### config.mk
export PLATFORM = sky130hd
export DESIGN_NAME = iir_sample_scheduler
export DESIGN_NICKNAME = d
export VERILOG_FILES = /design/src/rtl/iir_pkg.sv /design/src/rtl/sync_fifo.sv /design/src/rtl/iir_sample_scheduler.sv
export SDC_FILE = /design/constraint.sdc
export NUM_CORES = 1
export LEC_CHECK = 0
export CAP_MARGIN = 20
export CORE_MARGIN = 3
export CORE_UTILIZATION = 35
export DETAILED_ROUTE_END_ITERATION = 10
export DONT_BUFFER_PORTS = 1
export PLACE_DENSITY = 0.54
export SYNTH_ARGS = -nofsm -noshare
export SYNTH_HDL_FRONTEND = slang
export SYNTH_SLANG_ARGS = --single-unit
export TNS_END_PERCENT = 20
### constraint.sdc
create_clock -name clk -period 3.3 [get_ports clk]
set_input_delay 0.66 -clock clk [delete_from_list [all_inputs] [get_ports clk]]
set_output_delay 0.66 -clock clk [all_outputs]
set_load 0.01 [all_outputs]
### src/rtl/iir_pkg.sv
// Shared state encoding, default constants and the saturating-counter helper
// for the IIR sample scheduler.
package iir_pkg;

  typedef enum logic [1:0] {
    StRun,
    StFlush,
    StSettle
  } state_e;

  localparam int unsigned DataWDef     = 16;
  localparam int unsigned FifoDepthDef = 8;
  localparam int unsigned DivDef       = 5;
  localparam int unsigned FlushCycDef  = 4;
  localparam int unsigned EvtCntW      = 16;

  function automatic logic [EvtCntW-1:0] sat_inc(input logic [EvtCntW-1:0] v);
    return (v == '1) ? v : v + 1'b1;
  endfunction

endpackage

### src/rtl/sync_fifo.sv
// Registered single-clock FIFO; a pushed word is visible at the head from the
// cycle after the push. A synchronous clear discards all contents.
module sync_fifo #(
  parameter int unsigned DATA_W = 16,
  parameter int unsigned DEPTH  = 8
) (
  input  logic              i_clk,
  input  logic              i_rst,
  input  logic              i_clr,
  input  logic              i_push,
  input  logic [DATA_W-1:0] i_data,
  input  logic              i_pop,
  output logic [DATA_W-1:0] o_head,
  output logic              o_full,
  output logic              o_empty
);

  localparam int unsigned AW = $clog2(DEPTH);

  logic [DATA_W-1:0] r_mem [DEPTH];
  logic [AW:0]       r_wptr;
  logic [AW:0]       r_rptr;
  logic              w_push;
  logic              w_pop;

  assign w_push = i_push && !o_full;
  assign w_pop  = i_pop && !o_empty;

  // Pointers carry one wrap bit so full and empty are distinguishable.
  always_ff @(posedge i_clk) begin
    if (i_rst || i_clr) begin
      r_wptr <= '0;
      r_rptr <= '0;
    end else begin
      if (w_push) r_wptr <= r_wptr + 1'b1;
      if (w_pop)  r_rptr <= r_rptr + 1'b1;
    end
  end

  always_ff @(posedge i_clk) begin
    if (w_push) r_mem[r_wptr[AW-1:0]] <= i_data;
  end

  assign o_head  = r_mem[r_rptr[AW-1:0]];
  assign o_empty = (r_wptr == r_rptr);
  assign o_full  = (r_wptr[AW] != r_rptr[AW]) && (r_wptr[AW-1:0] == r_rptr[AW-1:0]);

endmodule

### src/rtl/iir_sample_scheduler.sv
// Paces buffered upstream samples into a biquad at one sample per DIV clocks,
// collects the biquad output into a one-entry register and handles flushes.
module iir_sample_scheduler
  import iir_pkg::*;
#(
  parameter int unsigned DATA_W     = DataWDef,
  parameter int unsigned FIFO_DEPTH = FifoDepthDef,
  parameter int unsigned DIV        = DivDef,
  parameter int unsigned FLUSH_CYC  = FlushCycDef
) (
  input  logic               clk,
  input  logic               rst,
  input  logic [DATA_W-1:0]  s_axis_tdata,
  input  logic               s_axis_tvalid,
  output logic               s_axis_tready,
  output logic [DATA_W-1:0]  flt_tdata,
  output logic               flt_tvalid,
  input  logic               flt_tready,
  input  logic [DATA_W-1:0]  flt_m_tdata,
  input  logic               flt_m_tvalid,
  output logic               flt_m_tready,
  output logic               flt_rst_n,
  output logic [DATA_W-1:0]  m_axis_tdata,
  output logic               m_axis_tvalid,
  input  logic               m_axis_tready,
  input  logic               flush_req,
  output logic               busy,
  output logic [EvtCntW-1:0] underrun_cnt,
  output logic [EvtCntW-1:0] drop_cnt
);

  localparam int unsigned SlotW  = $clog2(DIV);
  localparam int unsigned FlushW = $clog2(FLUSH_CYC + 1);
  localparam logic [SlotW-1:0]  SlotLast  = SlotW'(DIV - 1);
  localparam logic [FlushW-1:0] FlushLast = FlushW'(FLUSH_CYC - 1);

  state_e             r_state;
  state_e             w_state_nxt;
  logic [FlushW-1:0]  r_flush_cnt;
  logic [SlotW-1:0]   r_slot_cnt;
  logic               w_run;
  logic               w_flush_start;
  logic               w_slot;
  logic               w_issue;
  logic               w_underrun;
  logic               w_push;
  logic               w_capture;
  logic               w_m_hshk;
  logic               w_fifo_full;
  logic               w_fifo_empty;
  logic [DATA_W-1:0]  w_fifo_head;
  logic               r_flt_tvalid;
  logic [DATA_W-1:0]  r_flt_tdata;
  logic               r_m_tvalid;
  logic [DATA_W-1:0]  r_m_tdata;
  logic [EvtCntW-1:0] r_underrun_cnt;
  logic [EvtCntW-1:0] r_drop_cnt;

  // ---------------------------------------------------------------------------
  // Control FSM
  // ---------------------------------------------------------------------------
  always_ff @(posedge clk) begin
    if (rst) begin
      r_state     <= StRun;
      r_flush_cnt <= '0;
    end else begin
      r_state     <= w_state_nxt;
      r_flush_cnt <= (r_state == StFlush) ? r_flush_cnt + 1'b1 : '0;
    end
  end

  always_comb begin
    w_state_nxt   = r_state;
    w_run         = 1'b0;
    w_flush_start = 1'b0;
    unique case (r_state)
      StRun: begin
        w_run = 1'b1;
        if (flush_req) begin
          w_flush_start = 1'b1;
          w_state_nxt   = StFlush;
        end
      end
      StFlush: begin
        if (r_flush_cnt == FlushLast) w_state_nxt = StSettle;
      end
      StSettle: w_state_nxt = StRun;
      default:  w_state_nxt = StRun;
    endcase
  end

  // ---------------------------------------------------------------------------
  // Sample slot timing and issue
  // ---------------------------------------------------------------------------
  always_ff @(posedge clk) begin
    if (rst || !w_run || w_flush_start) begin
      r_slot_cnt <= '0;
    end else if (r_slot_cnt == SlotLast) begin
      r_slot_cnt <= '0;
    end else begin
      r_slot_cnt <= r_slot_cnt + 1'b1;
    end
  end

  // A slot coinciding with a flush request is consumed by the flush.
  assign w_slot     = w_run && !flush_req && (r_slot_cnt == SlotLast);
  assign w_issue    = w_slot && !w_fifo_empty && flt_tready;
  assign w_underrun = w_slot && !w_issue;

  assign s_axis_tready = !rst && w_run && !w_fifo_full;
  assign w_push        = s_axis_tvalid && s_axis_tready;

  sync_fifo #(
    .DATA_W (DATA_W),
    .DEPTH  (FIFO_DEPTH)
  ) u_fifo (
    .i_clk   (clk),
    .i_rst   (rst),
    .i_clr   (w_flush_start),
    .i_push  (w_push),
    .i_data  (s_axis_tdata),
    .i_pop   (w_issue),
    .o_head  (w_fifo_head),
    .o_full  (w_fifo_full),
    .o_empty (w_fifo_empty)
  );

  always_ff @(posedge clk) begin
    if (rst) begin
      r_flt_tvalid <= 1'b0;
      r_flt_tdata  <= '0;
    end else begin
      r_flt_tvalid <= w_issue;
      if (w_issue) r_flt_tdata <= w_fifo_head;
    end
  end

  always_ff @(posedge clk) begin
    if (rst) begin
      r_underrun_cnt <= '0;
    end else if (w_underrun) begin
      r_underrun_cnt <= sat_inc(r_underrun_cnt);
    end
  end

  // ---------------------------------------------------------------------------
  // Output holding register
  // ---------------------------------------------------------------------------
  assign w_capture = flt_m_tvalid && w_run;
  assign w_m_hshk  = r_m_tvalid && m_axis_tready;

  always_ff @(posedge clk) begin
    if (rst) begin
      r_m_tvalid <= 1'b0;
      r_m_tdata  <= '0;
      r_drop_cnt <= '0;
    end else if (w_flush_start) begin
      r_m_tvalid <= 1'b0;
    end else if (w_capture) begin
      r_m_tvalid <= 1'b1;
      r_m_tdata  <= flt_m_tdata;
      // Overwriting a word that is not leaving this cycle loses it.
      if (r_m_tvalid && !m_axis_tready) r_drop_cnt <= sat_inc(r_drop_cnt);
    end else if (w_m_hshk) begin
      r_m_tvalid <= 1'b0;
    end
  end

  assign flt_tvalid    = r_flt_tvalid;
  assign flt_tdata     = r_flt_tdata;
  assign flt_m_tready  = 1'b1;
  assign flt_rst_n     = !rst && (r_state != StFlush);
  assign m_axis_tvalid = r_m_tvalid;
  assign m_axis_tdata  = r_m_tdata;
  assign busy          = (r_state != StRun);
  assign underrun_cnt  = r_underrun_cnt;
  assign drop_cnt      = r_drop_cnt;

endmodule

# Word level (Yosys, flattened, before mapping)
# Memory sizes are Yosys's and may differ from the RTL's. A register that Yosys moved wholly into a read port is not among the register bits.
# Cells that the tools add are included.
# Widths: inputs -> output; s select.
[word_totals]
out_inout_bits = 70
regBits = 66
input_bits = 39
ramBits = 128
elab_cells = 77
memories = 1
[op_classes]
add_sub_neg = 6
reduce_logical = 35
eq_ne = 11
mux = 10
n_bitwise = 4
[memory_table]
columns = ["memory", "words", "width", "read_ports", "rd_ports_with_merged_regs", "wr", "line_no", "text"]
rows = [
  ["u_fifo.r_mem", 8, 16, 1, 1, 1, "sync_fifo.sv:20", "logic [DATA_W-1:0] r_mem [DEPTH];"],
]
[ops]
columns = ["op", "count"]
rows = [
  ["$add 16x1->16 const B", 2],
  ["$eq 16x16->1 const B", 2],
  ["$logic_and 1x1->1", 15],
  ["$add 4x1->4 const B", 2],
  ["$logic_not 1->1", 7],
  ["$mux 1", 7],
  ["$add 3x1->3 const B", 2],
  ["$reduce_and 2->1", 3],
  ["$reduce_or 2->1", 3],
  ["$eq 4x4->1", 1],
  ["$mux 2", 2],
  ["$ne 2x1->1 const B", 2],
  ["$not 1->1", 4],
  ["$pmux 2 s2", 1],
  ["$reduce_and 4->1", 1],
  ["$reduce_bool 2->1", 2],
  ["$eq 3x2->1 const B", 1],
  ["$eq 3x3->1", 1],
  ["$eq 3x3->1 const B", 1],
  ["$logic_or 1x1->1", 3],
  ["$eq 2x1->1 const B", 1],
  ["$logic_not 2->1", 1],
  ["$ne 2x2->1 const B", 1],
  ["$ne 1x1->1", 1],
]

# Depth between registers and ports, before layout
[logic_depth]
depth_word = 9
ltp_mapped = 9

# Hierarchy
# Synthesis repeated with hierarchy kept, for this count alone.
[unflattened]
hier_cells = 649
area_unflattened_um2 = 8912.3
[by_module_without_submodules]
columns = ["mod", "seq_area_each_um2", "area_per_inst_um2", "n_inst", "cells_per_inst"]
rows = [
  ["sync_fifo", 4063.9, 5696.7, 1, 271],
  ["iir_sample_scheduler", 1481.4, 3215.6, 1, 378],
]

# Worst setup path before layout
# OpenSTA, ideal clock, no wires.
[synth_timing]
path_kind = "input to register"
from = "in rst"
to = "mem u_fifo.r_mem[0][0] (enable)"
path_slack_ns = -0.087
path_stages = 6
arrival_time_ns = 2.977
path_buffers = 1
path_cell_list = "clkbuf_1 -> or3_1 -> a41oi_2 -> nand2_1 -> or2_1 -> nor3_1"
[synth_between]
elab_chain_cells = 7
[synth_lines]
columns = ["element", "line_no", "text"]
rows = [
  ["start: declaration", "iir_sample_scheduler.sv:12", "input logic rst,"],
  ["$logic_not 1->1", "iir_sample_scheduler.sv:110", "assign s_axis_tready = !rst && w_run && !w_fifo_full;"],
  ["$logic_and 1x1->1 (2 in a row)", "iir_sample_scheduler.sv:110", ""],
  ["named net s_axis_tready", "iir_sample_scheduler.sv:15", "output logic s_axis_tready,"],
  ["$logic_and 1x1->1", "iir_sample_scheduler.sv:111", "assign w_push = s_axis_tvalid && s_axis_tready;"],
  ["$logic_and 1x1->1", "sync_fifo.sv:26", "assign w_push = i_push && !o_full;"],
  ["$mux 1", "sync_fifo.sv:41", "if (w_push) r_mem[r_wptr[AW-1:0]] <= i_data;"],
  ["$mux 1 (not written as such)", "sync_fifo.sv:41", ""],
  ["end: declaration", "sync_fifo.sv:20", ""],
]
# The timed path passes the listed nets, and every way through them passes these cells.

# Final worst setup path
[layout_timing]
from = "reg r_state[0]"
to = "out s_axis_tready"
[layout_between]
elab_chain_cells = 4
[layout_lines]
columns = ["element", "line_no", "text"]
rows = [
  ["start: declaration", "iir_sample_scheduler.sv:37", "state_e r_state;"],
  ["start signal: assignment", "iir_sample_scheduler.sv:64", "r_state <= StRun;"],
  ["start signal: assignment", "iir_sample_scheduler.sv:67", "r_state <= w_state_nxt;"],
  ["$logic_not 2->1", "iir_sample_scheduler.sv:76", "unique case (r_state)"],
  ["$mux 1", "iir_sample_scheduler.sv:76", ""],
  ["$logic_and 1x1->1 (2 in a row)", "iir_sample_scheduler.sv:110", ""],
  ["end: declaration", "iir_sample_scheduler.sv:15", ""],
]
# No other way between the ends.

==> results.tsv <==
stage	metric	value	unit
run_status	outcome	completed	
placement	detailed placement HPWL	10.7	mm
floorplanning	Horiz. Die Dim	160	um
floorplanning	Core ar.	0.0231	mm2
worst_hold_path	hold_sp	rst	
worst_hold_path	Worst Hold Class	in -> reg	
synth	Syn Inst Count	601	
timing	max-slew violations	0	
synth	largest family of logic cells by synthesized area	simple AND/OR/NAND/NOR gates	
power	maximum VDD drop	0.340	mV
synth	Post-Synth Simple-Gate Area	0.117	
timing	max_slew headroom	0.527	
global_route	grt ovf	0	
global_route	Total GRT Usage	0.130	
timing	setup TNS	0	ns
power	Power Dens Cells	562	mW/mm2
clock_tree	CTS buffer count	23	
clock_tree	post-cts resize count	0	
timing	minimum clock period	2.43	ns
finish	synthesis-to-finish area growth	13.1	%
critical_path	Reg2Reg Depth	6	
critical_path	family with the most delay on the worst path	simple AND/OR/NAND/NOR gates	
synth	mux contribution to synthesized area	0.108	
floorplanning	IO Pins	109	
finish	Core Util, Final	0.409	
synth	Yosys Warn Count	0	
critical_path	Bufs and invs on worst path	1	
timing	clock skew	0.0144	ns
finish	Total Nets Final	657	
synth	sequential area share after synthesis	0.657	
critical_path	Crit Path Max Fanout	9	
timing	Fin. Hold Viols	0	
global_route	pin count of the biggest net entering global routing	72	
flow_run	number of max-cap violations	0	
finish	layout cells sized above 1	0.152	
placement	RD Place Congestion	0.804	
synth	Synth Area in Adders	0.0120	
critical_path	Crit Path Category	reg -> out	
critical_path	worst reg2reg setup slack	1.01	ns
finish	Design Area, Final	0.00944	mm2
synth	Synth Area in Compound Gates	0.0505	
synth	Top FF cell, synth	edfxtp_1	
synth	asr flop ratio synth	0	
clock_tree	Clk pin slew, worst setup/hold paths	0.06	ns
floorplanning	Starting Density	0.362	
synth	Avg Cell Area, Syn	13.9	um2
route	Via density	5.09	
route	total wire length	17.1	mm
synth	Synth Cell Area	0.00834	mm2
route	Routed Antenna Nets	0	
floorplanning	Chip Height	160	um
synth	synthesis-stage register bit count	210	
finish	commonest non-fill, non-tap cell in the layout	edfxtp_1	
clock_tree	CTS tree	yes	
synth	post-synth cell types	51	
timing	endpoints failing setup	0	
timing	RSZ-0062 raised after global routing	false	
global_route	number of global-route vias before repair	4782	
route	via count	4782	
clock_tree	hold buffer count at CTS	0	
route	DR iter-0 viols	371	
worst_hold_path	Worst Hold End	m_axis_tdata[13]	
critical_path	cells along the critical path	or3_1 -> a41oi_2 -> buf_4	
clock_tree	CTS Root Cell	clkbuf_16	
synth	Post-synth EDFFs	128	
floorplanning	die area	0.0257	mm2
placement	I/O Buffers	0	
global_route	initial antenna violation count	0	
clock_tree	clock sinks	210	
finish	Ant. Diodes	0	
critical_path	CP Data Required Time	2.64	ns
synth	xor/xnor share of the synthesized area	0.0322	
route	first drt pass iteration count	4	
worst_hold_path	worst hold stages	1	
route	DRC Markers	0	
clock_tree	CTS max path bufs	3	
synth	Syn Nets	648	
critical_path	critical path data arrival time	1.77	ns
critical_path	crit end category	primary output	
critical_path	CP peak stage delay	0.42	ns
floorplanning	row count	55	
timing	Tightest Pin Transition	0.708	ns
clock_tree	postcts setup bufs	0	
clock_tree	worst-skew pair later-pin latency	0.51	ns
critical_path	Critical R2R Launch	u_fifo.r_wptr[2]	
critical_path	reg2reg end	underrun_cnt[5]	
route	WL/cell	18.2	um
timing	Max Fclk	411	MHz
global_route	global-route wire length before repair	26.7	mm
finish	most frequent cells in the layout	128 x edfxtp_1, 81 x dfxtp_1, 59 x nor2_1	
timing	Period Utilization, post-route	0.737	
clock_tree	H-tree depth	1	
placement	Post-DP Area	0.00871	mm2
critical_path	CP max-delay cell	or3_1	
critical_path	startpoint types	flop	
power	Leakage	2.89	nW
## metrics by stage
| step | cells | worst slack, ns | total power, mW | hold slack (ns) |
|---|---|---|---|---|
| detailed placement | 898 | 0.815 | 2.95 | 0.419 |
| CTS | 940 | 0.829 | 5.40 | 0.201 |
| global route | 940 | 0.761 | 5.51 | 0.201 |
| floorplan | 601 | 0.110 | 2.94 | 0.398 |
| global placement | 898 | 0.833 | 2.94 | 0.408 |
| finish | 940 | 0.869 | 5.31 | 0.229 |
## logic make-up after synthesis
family | Yosys count
compound gates | 68
fa+ha+maj | 8
simple gates | 192
flops | 210
buf+inv | 43
other cells | 1
mux | 50
xor+xnor | 29
## sequential cells by signal, indices dropped and copies added, names as in the netlist
name           flops
r_flush_cnt        3
m_axis_tvalid      1
m_axis_tdata      16
r_state            2
r_slot_cnt         3
u_fifo.r_wptr      4
drop_cnt          16
flt_tdata         16
underrun_cnt      16
u_fifo.r_rptr      4
flt_tvalid         1
u_fifo.r_mem     128
## how the worst max path moves through the flow
stage / cells after the start / from / end / slack (ns)
finish: 3 / r_state[0] / s_axis_tready / 0.87
global route: 3 / r_state[0] / s_axis_tready / 0.76
CTS: 3 / r_state[0] / s_axis_tready / 0.83
detailed placement: 6 / rst / u_fifo.r_mem[0][10] / 0.81
global placement: 6 / rst / u_fifo.r_mem[2][9] / 0.83
floorplan: 5 / rst / u_fifo.r_mem[1][0] / 0.11
## report_power, final
part           leakage [nW]  internal [mW]  switching [mW]
Combinational         0.714         0.0281          0.0422
Sequential             1.82           2.80          0.0167
Clock                 0.358           1.44           0.979
## layer usage
layer  part of all wire  track usage  wire (um)
met2               0.48        0.221       8180
met5                  0            0          0
met1               0.42        0.160       7160
met3              0.089       0.0464       1520
met4              0.016       0.0272        270
## synth_stat cells (7+ instances only)
| cell type | number | area, um2 |
|---|---|---|
| o21ai_1 | 7 | 35.0 |
| a21oi_1 | 31 | 155 |
| mux4_2 | 32 | 721 |
| a211oi_1 | 16 | 120 |
| nor2_1 | 59 | 221 |
| nor3_1 | 14 | 70.1 |
| dfxtp_1 | 82 | 1640 |
| clkbuf_1 | 16 | 60.1 |
| nand4_1 | 7 | 43.8 |
| edfxtp_1 | 128 | 3840 |
| nand2_1 | 51 | 191 |
| xnor2_1 | 21 | 184 |
| or3_1 | 7 | 43.8 |
| ha_1 | 8 | 100 |
| nand3_1 | 14 | 70.1 |
| inv_1 | 11 | 41.3 |
| buf_2 | 11 | 55.1 |
| mux2i_1 | 17 | 170 |
## area by class of cell
class | instances | area (um2)
fill | 2173 | 13600
sequential | 210 | 5490
multi-input combinational | 348 | 2680
clock buffer | 33 | 643
tap | 313 | 392
timing repair buffer | 15 | 113
clock inverter | 9 | 81.3
inverter | 12 | 45.0
Note: power is estimated with default switching activity, not from simulation.
